## config.mk

```make
export PLATFORM = sky130hd
export DESIGN_NAME = decode_issue_stage
export DESIGN_NICKNAME = d
export VERILOG_FILES = /design/src/rtl/cpu_types_pkg.sv /design/src/rtl/reg_scoreboard.sv /design/src/rtl/decode_issue_stage.sv
export SDC_FILE = /design/constraint.sdc
export NUM_CORES = 1
export LEC_CHECK = 0
export CORE_MARGIN = 1
export CORE_UTILIZATION = 47
export CTS_BUF_LIST = sky130_fd_sc_hd__clkbuf_8
export DETAILED_ROUTE_END_ITERATION = 10
export GPL_TIMING_DRIVEN = 0
export HOLD_SLACK_MARGIN = 0.08
export PLACE_DENSITY = 0.86
export SKIP_LAST_GASP = 1
export SYNTH_ARGS = -nofsm -noshare
export SYNTH_HDL_FRONTEND = slang
export SYNTH_SLANG_ARGS = --single-unit
export TNS_END_PERCENT = 1
```

## constraint.sdc

```tcl
create_clock -name CLK -period 16.5 [get_ports CLK]
set_input_delay 4.95 -clock CLK [delete_from_list [all_inputs] [get_ports CLK]]
set_output_delay 4.95 -clock CLK [all_outputs]
set_load 0.01 [all_outputs]
```

## src/rtl/cpu_types_pkg.sv

```systemverilog
// rtl/cpu_types_pkg.sv - shared CPU types, opcodes and the decode helper
// Purpose: opcode/funct enums, register/word types, the ID/EX holding
//   register layout and a combinational decoder for destination/source usage.
// Ports: none (package).
package cpu_types_pkg;

  localparam int NREGS   = 32;
  localparam int JAL_REG = 31;

  typedef logic [4:0]  regbits_t;
  typedef logic [31:0] word_t;

  typedef enum logic [5:0] {
    OP_RTYPE = 6'h00, OP_J    = 6'h02, OP_JAL   = 6'h03, OP_BEQ  = 6'h04,
    OP_BNE   = 6'h05, OP_ADDI = 6'h08, OP_ADDIU = 6'h09, OP_SLTI = 6'h0A,
    OP_SLTIU = 6'h0B, OP_ANDI = 6'h0C, OP_ORI   = 6'h0D, OP_XORI = 6'h0E,
    OP_LUI   = 6'h0F, OP_LB   = 6'h20, OP_LH    = 6'h21, OP_LW   = 6'h23,
    OP_LBU   = 6'h24, OP_LHU  = 6'h25, OP_SB    = 6'h28, OP_SH   = 6'h29,
    OP_SW    = 6'h2B, OP_HALT = 6'h3F
  } opcode_t;

  typedef enum logic [5:0] {
    FN_SLL  = 6'h00, FN_SRL  = 6'h02, FN_JR   = 6'h08, FN_ADD = 6'h20,
    FN_ADDU = 6'h21, FN_SUB  = 6'h22, FN_SUBU = 6'h23, FN_AND = 6'h24,
    FN_OR   = 6'h25, FN_XOR  = 6'h26, FN_NOR  = 6'h27, FN_SLT = 6'h2A,
    FN_SLTU = 6'h2B
  } funct_t;

  typedef struct packed {
    word_t    instr;
    word_t    pc;
    word_t    rdat1;
    word_t    rdat2;
    regbits_t wsel;
    logic     wen;
  } id_ex_t;

  typedef struct packed {
    regbits_t dest;
    logic     has_dest;
    logic     uses_rs;
    logic     uses_rt;
  } dec_t;

  function automatic dec_t decode(input word_t instr);
    dec_t    d;
    opcode_t op;
    op         = opcode_t'(instr[31:26]);
    d.dest     = '0;
    d.has_dest = 1'b0;
    d.uses_rs  = 1'b1;
    d.uses_rt  = 1'b0;
    case (op)
      OP_RTYPE: begin
        d.uses_rt  = 1'b1;
        d.dest     = instr[15:11];
        d.has_dest = (funct_t'(instr[5:0]) != FN_JR);
      end
      OP_ADDI, OP_ADDIU, OP_SLTI, OP_SLTIU, OP_ANDI, OP_ORI, OP_XORI,
      OP_LB, OP_LH, OP_LW, OP_LBU, OP_LHU: begin
        d.dest     = instr[20:16];
        d.has_dest = 1'b1;
      end
      OP_LUI: begin
        d.uses_rs  = 1'b0;
        d.dest     = instr[20:16];
        d.has_dest = 1'b1;
      end
      OP_JAL: begin
        d.uses_rs  = 1'b0;
        d.dest     = regbits_t'(JAL_REG);
        d.has_dest = 1'b1;
      end
      OP_J, OP_HALT: d.uses_rs = 1'b0;
      OP_SB, OP_SH, OP_SW, OP_BEQ, OP_BNE: d.uses_rt = 1'b1;
      default: ;
    endcase
    // Writes to $0 are discarded, so they never create a hazard.
    if (d.dest == '0) d.has_dest = 1'b0;
    return d;
  endfunction

endpackage

```

## src/rtl/reg_scoreboard.sv

```systemverilog
// rtl/reg_scoreboard.sv - pending-write scoreboard for RAW/WAW hazard detection
// Purpose: one pending bit per architectural register; set at issue, cleared
//   at writeback or when the ID/EX holder is flushed.
// Ports: CLK/nRST; wb_en_i/wb_idx_i writeback clear; fclr_en_i/fclr_idx_i
//   flush clear; set_en_i/set_idx_i issue set; src1/src2 lookups (idx, use,
//   rdy); dst lookup (idx, en, rdy).
module reg_scoreboard
  import cpu_types_pkg::*;
#(
  parameter int NREGS_P = NREGS
) (
  input  logic     CLK,
  input  logic     nRST,
  input  logic     wb_en_i,
  input  regbits_t wb_idx_i,
  input  logic     fclr_en_i,
  input  regbits_t fclr_idx_i,
  input  logic     set_en_i,
  input  regbits_t set_idx_i,
  input  regbits_t src1_idx_i,
  input  logic     src1_use_i,
  output logic     src1_rdy_o,
  input  regbits_t src2_idx_i,
  input  logic     src2_use_i,
  output logic     src2_rdy_o,
  input  regbits_t dst_idx_i,
  input  logic     dst_en_i,
  output logic     dst_rdy_o
);

  logic [NREGS_P-1:0] pend_q, pend_d;

  // A register being written back this cycle is effectively free already.
  function automatic logic wb_hit(input regbits_t idx);
    return wb_en_i && (wb_idx_i == idx);
  endfunction

  assign src1_rdy_o = !src1_use_i || (src1_idx_i == '0) || !pend_q[src1_idx_i] || wb_hit(src1_idx_i);
  assign src2_rdy_o = !src2_use_i || (src2_idx_i == '0) || !pend_q[src2_idx_i] || wb_hit(src2_idx_i);
  assign dst_rdy_o  = !dst_en_i   || !pend_q[dst_idx_i] || wb_hit(dst_idx_i);

  // Later assignments win: set from a new issue overrides a same-edge clear.
  always_comb begin
    pend_d = pend_q;
    if (wb_en_i)   pend_d[wb_idx_i]   = 1'b0;
    if (fclr_en_i) pend_d[fclr_idx_i] = 1'b0;
    if (set_en_i)  pend_d[set_idx_i]  = 1'b1;
    pend_d[0] = 1'b0;
  end

  always_ff @(posedge CLK or negedge nRST) begin
    if (!nRST) pend_q <= '0;
    else       pend_q <= pend_d;
  end

endmodule

```

## src/rtl/decode_issue_stage.sv

```systemverilog
// rtl/decode_issue_stage.sv - decode, hazard check, bypass and ID/EX holding register
// Purpose: decodes the IF/ID instruction, reads operands (with same-cycle
//   writeback bypass), stalls on scoreboard hazards and issues into a single
//   ID/EX register with valid/ready handshake.
// Ports: CLK/nRST; if_valid/if_ready/if_instr/if_pc from IF/ID; rsel1/rsel2,
//   rdat1/rdat2 register file; wb_wen/wb_wsel/wb_wdat writeback; flush;
//   ex_valid/ex_ready and ex_* held fields to execute; stall debug.
module decode_issue_stage
  import cpu_types_pkg::*;
(
  input  logic     CLK,
  input  logic     nRST,
  input  logic     if_valid,
  output logic     if_ready,
  input  word_t    if_instr,
  input  word_t    if_pc,
  output regbits_t rsel1,
  output regbits_t rsel2,
  input  word_t    rdat1,
  input  word_t    rdat2,
  input  logic     wb_wen,
  input  regbits_t wb_wsel,
  input  word_t    wb_wdat,
  input  logic     flush,
  output logic     ex_valid,
  input  logic     ex_ready,
  output word_t    ex_instr,
  output word_t    ex_pc,
  output word_t    ex_rdat1,
  output word_t    ex_rdat2,
  output regbits_t ex_wsel,
  output logic     ex_wen,
  output logic     stall
);

  dec_t   dec;
  id_ex_t ex_q, ex_d;
  logic   ex_valid_q, ex_valid_d;
  logic   src1_rdy, src2_rdy, dst_rdy;
  logic   fire, flush_clr;
  word_t  op1, op2;

  assign dec   = decode(if_instr);
  assign rsel1 = if_instr[25:21];
  assign rsel2 = if_instr[20:16];

  assign op1 = (wb_wen && (wb_wsel == rsel1) && (rsel1 != '0)) ? wb_wdat : rdat1;
  assign op2 = (wb_wen && (wb_wsel == rsel2) && (rsel2 != '0)) ? wb_wdat : rdat2;

  assign if_ready = !flush && src1_rdy && src2_rdy && dst_rdy && (!ex_valid_q || ex_ready);
  assign fire     = if_valid && if_ready;
  assign stall    = if_valid && !if_ready;

  // A killed instruction never reaches writeback, so its pending bit must go now.
  assign flush_clr = flush && ex_valid_q && ex_q.wen && !ex_ready;

  reg_scoreboard u_sb (
    .CLK        (CLK),
    .nRST       (nRST),
    .wb_en_i    (wb_wen),
    .wb_idx_i   (wb_wsel),
    .fclr_en_i  (flush_clr),
    .fclr_idx_i (ex_q.wsel),
    .set_en_i   (fire && dec.has_dest),
    .set_idx_i  (dec.dest),
    .src1_idx_i (rsel1),
    .src1_use_i (dec.uses_rs),
    .src1_rdy_o (src1_rdy),
    .src2_idx_i (rsel2),
    .src2_use_i (dec.uses_rt),
    .src2_rdy_o (src2_rdy),
    .dst_idx_i  (dec.dest),
    .dst_en_i   (dec.has_dest),
    .dst_rdy_o  (dst_rdy)
  );

  always_comb begin
    ex_d       = ex_q;
    ex_valid_d = ex_valid_q;
    if (fire) begin
      ex_d.instr = if_instr;
      ex_d.pc    = if_pc;
      ex_d.rdat1 = op1;
      ex_d.rdat2 = op2;
      ex_d.wsel  = dec.dest;
      ex_d.wen   = dec.has_dest;
      ex_valid_d = 1'b1;
    end else if (ex_ready || flush) begin
      ex_valid_d = 1'b0;
    end
  end

  always_ff @(posedge CLK or negedge nRST) begin
    if (!nRST) begin
      ex_q       <= '0;
      ex_valid_q <= 1'b0;
    end else begin
      ex_q       <= ex_d;
      ex_valid_q <= ex_valid_d;
    end
  end

  assign ex_valid = ex_valid_q;
  assign ex_instr = ex_q.instr;
  assign ex_pc    = ex_q.pc;
  assign ex_rdat1 = ex_q.rdat1;
  assign ex_rdat2 = ex_q.rdat2;
  assign ex_wsel  = ex_q.wsel;
  assign ex_wen   = ex_q.wen;

endmodule

```

==> results of run 1 <==
-- layer usage --
metal / up-vias / routed length, um / track usage
li1: 3327 / - / -
met1: 3636 / 10800 / 0.355
met2: 427 / 14200 / 0.497
met3: 70 / 2470 / 0.0795
met4: 0 / 985 / 0.124
met5: - / 0 / 0
-- kinds of logic after synthesis --
group                     count (synthesis)  share of synthesized area
AOI/OAI and AO/OA                       120                      0.109
xor gates and xnor gates                 15                     0.0156
buffers and inverters                    66                     0.0385
DFF                                     166                      0.466
muxes                                   223                      0.304
and+or+nand+nor                         107                     0.0667
-- power by group through the flow --
stage	Sequential [mW]	Clock (mW)	Combinational, mW
final	0.511	0.308	0.371
after detailed placement	0.518	0	0.372
after global placement	0.514	0	0.365
after floorplan	0.545	0	0.119
after global routing	0.518	0.328	0.393
after CTS	0.511	0.312	0.373
-- synthesized netlist by cell type, types with 8 or more instances --
cell	number	area share
buf_2	15	0.0084
buf_4	12	0.010
clkbuf_1	21	0.0088
dfrtp_1	166	0.47
inv_1	8	0.0034
mux2_1	30	0.038
mux2_2	171	0.22
mux4_2	18	0.045
nand2_1	22	0.0093
nand3_1	25	0.014
nor2_1	16	0.0067
o21ai_0	12	0.0067
o221ai_1	31	0.030
o31ai_1	31	0.026
-- cell type report --
cell class / count / area, um2
Multi-Input combinational cell: 465 / 4420
Timing Repair Buffer: 308 / 3110
Clock buffer: 18 / 248
Buffer: 58 / 313
Tap cell: 229 / 287
Sequential cell: 166 / 4150
Antenna cell: 2 / 5.00
Inverter: 8 / 30.0
Fill cell: 1356 / 5550
Clock inverter: 14 / 163
-- state kept, by name, indices dropped and copies added, names as in the netlist --
register / cells
ex_instr: 32
ex_pc: 32
ex_rdat1: 32
ex_rdat2: 32
ex_valid: 1
ex_wen: 1
ex_wsel: 5
u_sb.pend_q: 31
-- worst paths after layout --
kind	startpoint	end	cells after the start	slack (ns)
worst max-delay path	if_instr[21]	if_ready	8	2.73
worst min-delay path	ex_pc[13]	ex_pc[13]	1	0.49
worst max register to register	u_sb.pend_q[3]	ex_rdat1[5]	7	12.87
worst min register to register	ex_pc[13]	ex_pc[13]	1	0.49
max in group asynchronous	nRST	ex_rdat2[20]	2	11.16
min in group asynchronous	nRST	ex_rdat2[9]	1	4.49
-- placed cells by master, fill, tap and decap left out, types with 15 or more instances in the layout --
| cell | Yosys | routed |
|---|---|---|
| clkdlybuf4s50_1 | 0 | 306 |
| dfrtp_1 | 166 | 166 |
| mux2_1 | 30 | 30 |
| buf_2 | 15 | 15 |
| clkbuf_1 | 21 | 21 |
| mux4_2 | 18 | 18 |
| nand2_1 | 22 | 22 |
| mux2_2 | 171 | 171 |
| clkbuf_8 | 0 | 18 |
| nor2_1 | 16 | 16 |
| nand3_1 | 25 | 25 |
| o31ai_1 | 31 | 31 |
| o221ai_1 | 31 | 31 |
==> results by group, run 1 <==
Floorplanning
  – Die X: between 100 and 150 um
  – CORE AREA: 18,300 um2
  – Die area: 19,500 um2
  – Boundary Pins: ~320
  – Initial Utilization: 0.488
  – Die Ht: 140 um
  – Row Count: 49

Clock tree
  – CTS tree: yes
  – Clock Pin Slew Worst Setup and Hold Paths: 0.10 ns
  – Maximum buffer depth of the clock tree: 2
  – TritonCTS Buffers: 17
  – Root Buffer Master: clkbuf_8
  – Hold buffers post-CTS: 0
  – # Post-CTS Setup Buffers: 0
  – Clk_lat worst skew: 0.47 ns
  – CTS sink count: between 150 and 200
  – Cts repair resizes: 0
  – H-tree lvl count: 4

Critical path
  – Startpoint Class: primary input
  – Worst Path Arrival: 8.82 ns
  – Required time worst endpoint: 11.55 ns
  – CP cell instances: clkdlybuf4s50_1 > buf_1 > mux4_2 > mux4_2 > a311oi_1 > nand3_1 > a21oi_1 > clkdlybuf4s50_1
  – CP Class: primary input to output port
  – Slowest CP cell: clkdlybuf4s50_1
  – Worst path max stage delay: approximately 0.60 ns
  – Crit end category: output port
  – Top delay family on crit path: buffers and inverters
  – Crit-path max FO: 10
  – WP buf/inv: 3

Cells and area
  – Final Non-Filler Cells: 1,268
  – Design area: 12,700 um2
  – Share of layout cells above drive strength 1: 0.261
  – NumNets Final: roughly 1,200
  – Area delta synth->final: 42.7%
  – Layout Utilization: 0.696

Logic synthesis
  – Post-synthesis sequential area ratio: 0.466
  – Most used DFF post-synth: dfrtp_1
  – Gate count of the mapped netlist: approximately 700
  – Netlist cell types: 65
  – Yosys warns: 0
  – Post-synthesis area per instance: 12.8 um2
  – Mapped Nets: 868
  – Async set-reset flop share out of synthesis: 1.00
  – Synthesized flop and latch total: 166
  – Post-Syn Area: a little under 9000 um2
  – EDFF count, synth: 0

Place
  – Inst Count DP: 1,234
  – Worst slack at placement: 2.79 ns
  – # port buffers: 307
  – Post-Place Cell Area: 12,300 um2
  – Routability cong.: 0.956
  – DPL Wire Length: 21,500 um

Power and ir drop
  – Gate power share: 0.312
  – P_leak: approximately 5.0 nW
  – Peak supply drop: approximately 74 uV
  – PD cells: 93.5 nW/um2
  – Switching Power: 0.363 mW
  – Final Power: 1.19 mW
  – Switching Share: 0.305
  – Clk pwr share: 0.259
  – Pint: 0.826 mW
  – Sequential power share: 0.430

GRT
  – Tot GR Track Use: 0.294
  – Vias in the first global route: 7,823
  – First-pass GRT wire length: 43,900 um
  – Congestion Overflow GR: 0
  – Initial antenna violation count: 2
  – Largest net degree at the start of global routing: 86

Detailed routing
  – DR vias/cell: 5.88
  – 1st-iter DRT viols: 491
  – DR pass1 iterations: 7
  – WL/cell: 22.4 um
  – DRC errors left: 0
  – Routed via count: 7,460
  – Routed Antenna Nets: 0
  – Drt total wl: roughly 28,000 um

STA
  – Final worst slack: 2.73 ns
  – Maximum clock frequency: 72.6 MHz
  – Period utilization: 0.834
  – Setup TNS: 0 ns
  – Worst clock skew: between 0.02 and 0.025 ns
  – Fin. Hold Viols: 0
  – Normalized max-slew margin: 0.102
  – RSZ-0062 raised after global routing: no
  – Slew Viols, Final: 0
  – Fin crit period: around 14 ns
  – Hold_ws: 0.492 ns
  – Final setup viols: 0
  – Slew @ Worst Pin: approximately 1.3 ns

Status
  – Outcome: completed

Job
  – MaxCap Viol Count: 0

Worst hold path
  – Hold Path Class: flip-flop to flip-flop
Note: power is estimated with default switching activity, not from simulation.
==> run 2: changes to the inputs <==
CORE_UTILIZATION = 42   (was 47)
PLACE_DENSITY = 0.82   (was 0.86)
clock period = 11.3 ns   (was 16.5 ns; I/O delays follow)
==> run 2 against run 1 <==
  * Global-route usage is 1.9 points lower
  * Utilization is 7.1 points lower
  * Count of clock-buffer cells in the layout stayed put
  * Power is 51% higher
  * Largest power group unchanged
  * Cell count is 3.2% higher
  * Via count is 1.2% higher
  * Setup slack worse by 2.3 ns
==> results by group, run 2 (same netlist as run 1, synthesis figures left out) <==
Worst hold path
  – Worst Hold Depth: 1
  – Hold Path Class: flip-flop to flip-flop

STA
  – Period utilization: 0.961
  – Worst clock skew: 0.0195 ns
  – Slew @ Worst Pin: 1.10 ns
  – Fin. Hold Viols: 0
  – Normalized max-slew margin: 0.264
  – Maximum clock frequency: 92.1 MHz
  – Setup TNS: 0 ns
  – Final setup viols: 0
  – Slew Viols, Final: 0
  – Fin crit period: 10.86 ns
  – RSZ-0062 raised after global routing: no

Power and ir drop
  – Switching Share: 0.293
  – Sequential power share: 0.417
  – Gate power share: 0.302
  – Pint: ~1.3 mW
  – Clk pwr share: 0.281
  – Peak supply drop: 97.5 uV
  – PD cells: 140 nW/um2
  – Switching Power: about 0.52 mW
  – P_leak: 4.97 nW

Clock tree
  – # Post-CTS Setup Buffers: 0
  – Clk_lat worst skew: 0.47 ns
  – CTS tree: yes
  – H-tree lvl count: 4
  – Hold buffers post-CTS: 0
  – CTS sink count: about 170
  – Clock Pin Slew Worst Setup and Hold Paths: about 0.09 ns
  – TritonCTS Buffers: 17
  – Root Buffer Master: clkbuf_8
  – Maximum buffer depth of the clock tree: 2
  – Cts repair resizes: 0

Place
  – Routability cong.: 0.991
  – # port buffers: approximately 310
  – Post-Place Cell Area: ~12,000 um2
  – DPL Wire Length: 22,200 um
  – Inst Count DP: 1,275

GRT
  – Tot GR Track Use: 0.275
  – Vias in the first global route: 8,094
  – Largest net degree at the start of global routing: 115
  – Initial antenna violation count: 1
  – First-pass GRT wire length: between 40,000 and 50,000 um
  – Congestion Overflow GR: 0

Cells and area
  – NumNets Final: 1,195
  – Most common cell after layout, fill and taps aside: clkdlybuf4s50_1
  – Fill cells: 1,644
  – Design area: between 10,000 and 15,000 um2
  – Most frequent cells in the layout: clkdlybuf4s50_1, mux2_2, dfrtp_1
  – Share of layout cells above drive strength 1: 0.262
  – Final Non-Filler Cells: 1,308
  – Area delta synth->final: 43.8%

Detailed routing
  – 1st-iter DRT viols: approximately 530
  – Routed via count: 7,548
  – DR pass1 iterations: 5
  – DRC errors left: 0
  – Routed Antenna Nets: 0
  – Drt total wl: 29,400 um
  – WL/cell: 22.5 um
  – DR vias/cell: just under 6

Critical path
  – Startpoint Class: primary input
  – FF-to-FF path depth: 9
  – Crit end category: output port
  – Crit-path max FO: 10
  – Worst Path Arrival: 7.47 ns
  – CP Class: primary input to output port
  – Required time worst endpoint: slightly below 8 ns

Status
  – Outcome: completed

Floorplanning
  – Row Count: 52
  – Die X: ~150 um
  – Die Ht: 148 um
  – Boundary Pins: 318
  – Die area: 21,800 um2
  – CORE AREA: slightly above 20,000 um2
  – Initial Utilization: 0.435

Job
  – MaxCap Viol Count: 0
run 2: changes by cell type in the layout (fill, tap and decap cells not counted):
cell | before | now
inv_6 | 3 | 5
clkinv_4 | 2 | 1
diode_2 | 2 | 1
inv_8 | 4 | 2
clkinvlp_4 | 1 | 2
clkinv_8 | 2 | 0
inv_1 | 9 | 8
bufinv_16 | 1 | 4
run 2: layout make-up:
cell class	instances	area [um2]	area share
antenna	1	2.50	0.000195
buffer	58	313	0.0244
clock buffer	18	248	0.0193
clock inverter	14	210	0.0164
inverter	8	30.0	0.00234
multi-input combinational	465	4420	0.345
sequential	166	4150	0.324
tap	270	338	0.0264
timing repair buffer	308	3110	0.242
run 2: worst max-delay path, stage by stage:
cell and delay (ns):
clkdlybuf4s50_1 0.60, buf_1 0.65, mux4_2 0.62, mux4_2 0.50, mux2_2 0.28, nand4_1 0.11, nand3_1 0.24, a21oi_1 0.41
clkdlybuf4s50_1 0.66
run 2: through the flow:
stage	hold WS, ns	utilization	worst slack (ns)	total power, mW
floorplan	0.529	-	2.12	0.969
global placement	0.467	0.601	-0.134	1.29
detailed placement	0.474	0.603	0.438	1.30
CTS	0.498	0.625	0.415	1.81
global route	0.510	0.625	0.227	1.87
finish	0.491	0.625	0.441	1.79
run 2: worst paths after layout:
kind                                  from              end  slack [ns]
max in group asynchronous             nRST   u_sb.pend_q[3]        7.55
hold reg to reg                  ex_pc[22]        ex_pc[22]        0.49
setup / recovery              if_instr[16]         if_ready        0.44
setup reg to reg           u_sb.pend_q[10]  u_sb.pend_q[26]        7.83
hold / removal                   ex_pc[22]        ex_pc[22]        0.49
min in group asynchronous             nRST         ex_pc[3]        2.82
run 2: layer usage:
| metal | vias to the layer above | global-route usage | part of all wire |
|---|---|---|---|
| li1 | 3316 | - | - |
| met1 | 3725 | 0.318 | 0.37 |
| met2 | 419 | 0.476 | 0.50 |
| met3 | 88 | 0.0824 | 0.098 |
| met4 | 0 | 0.111 | 0.033 |
| met5 | - | 0 | 0 |
run 2: power by group through the flow:
stage                     clock, mW  sequential [mW]  combinational (mW)
after floorplan                   0            0.795               0.174
after global placement            0            0.751               0.535
after detailed placement          0            0.757               0.543
after CTS                     0.516            0.747               0.546
after global routing          0.534            0.759               0.574
final                         0.505            0.747               0.541
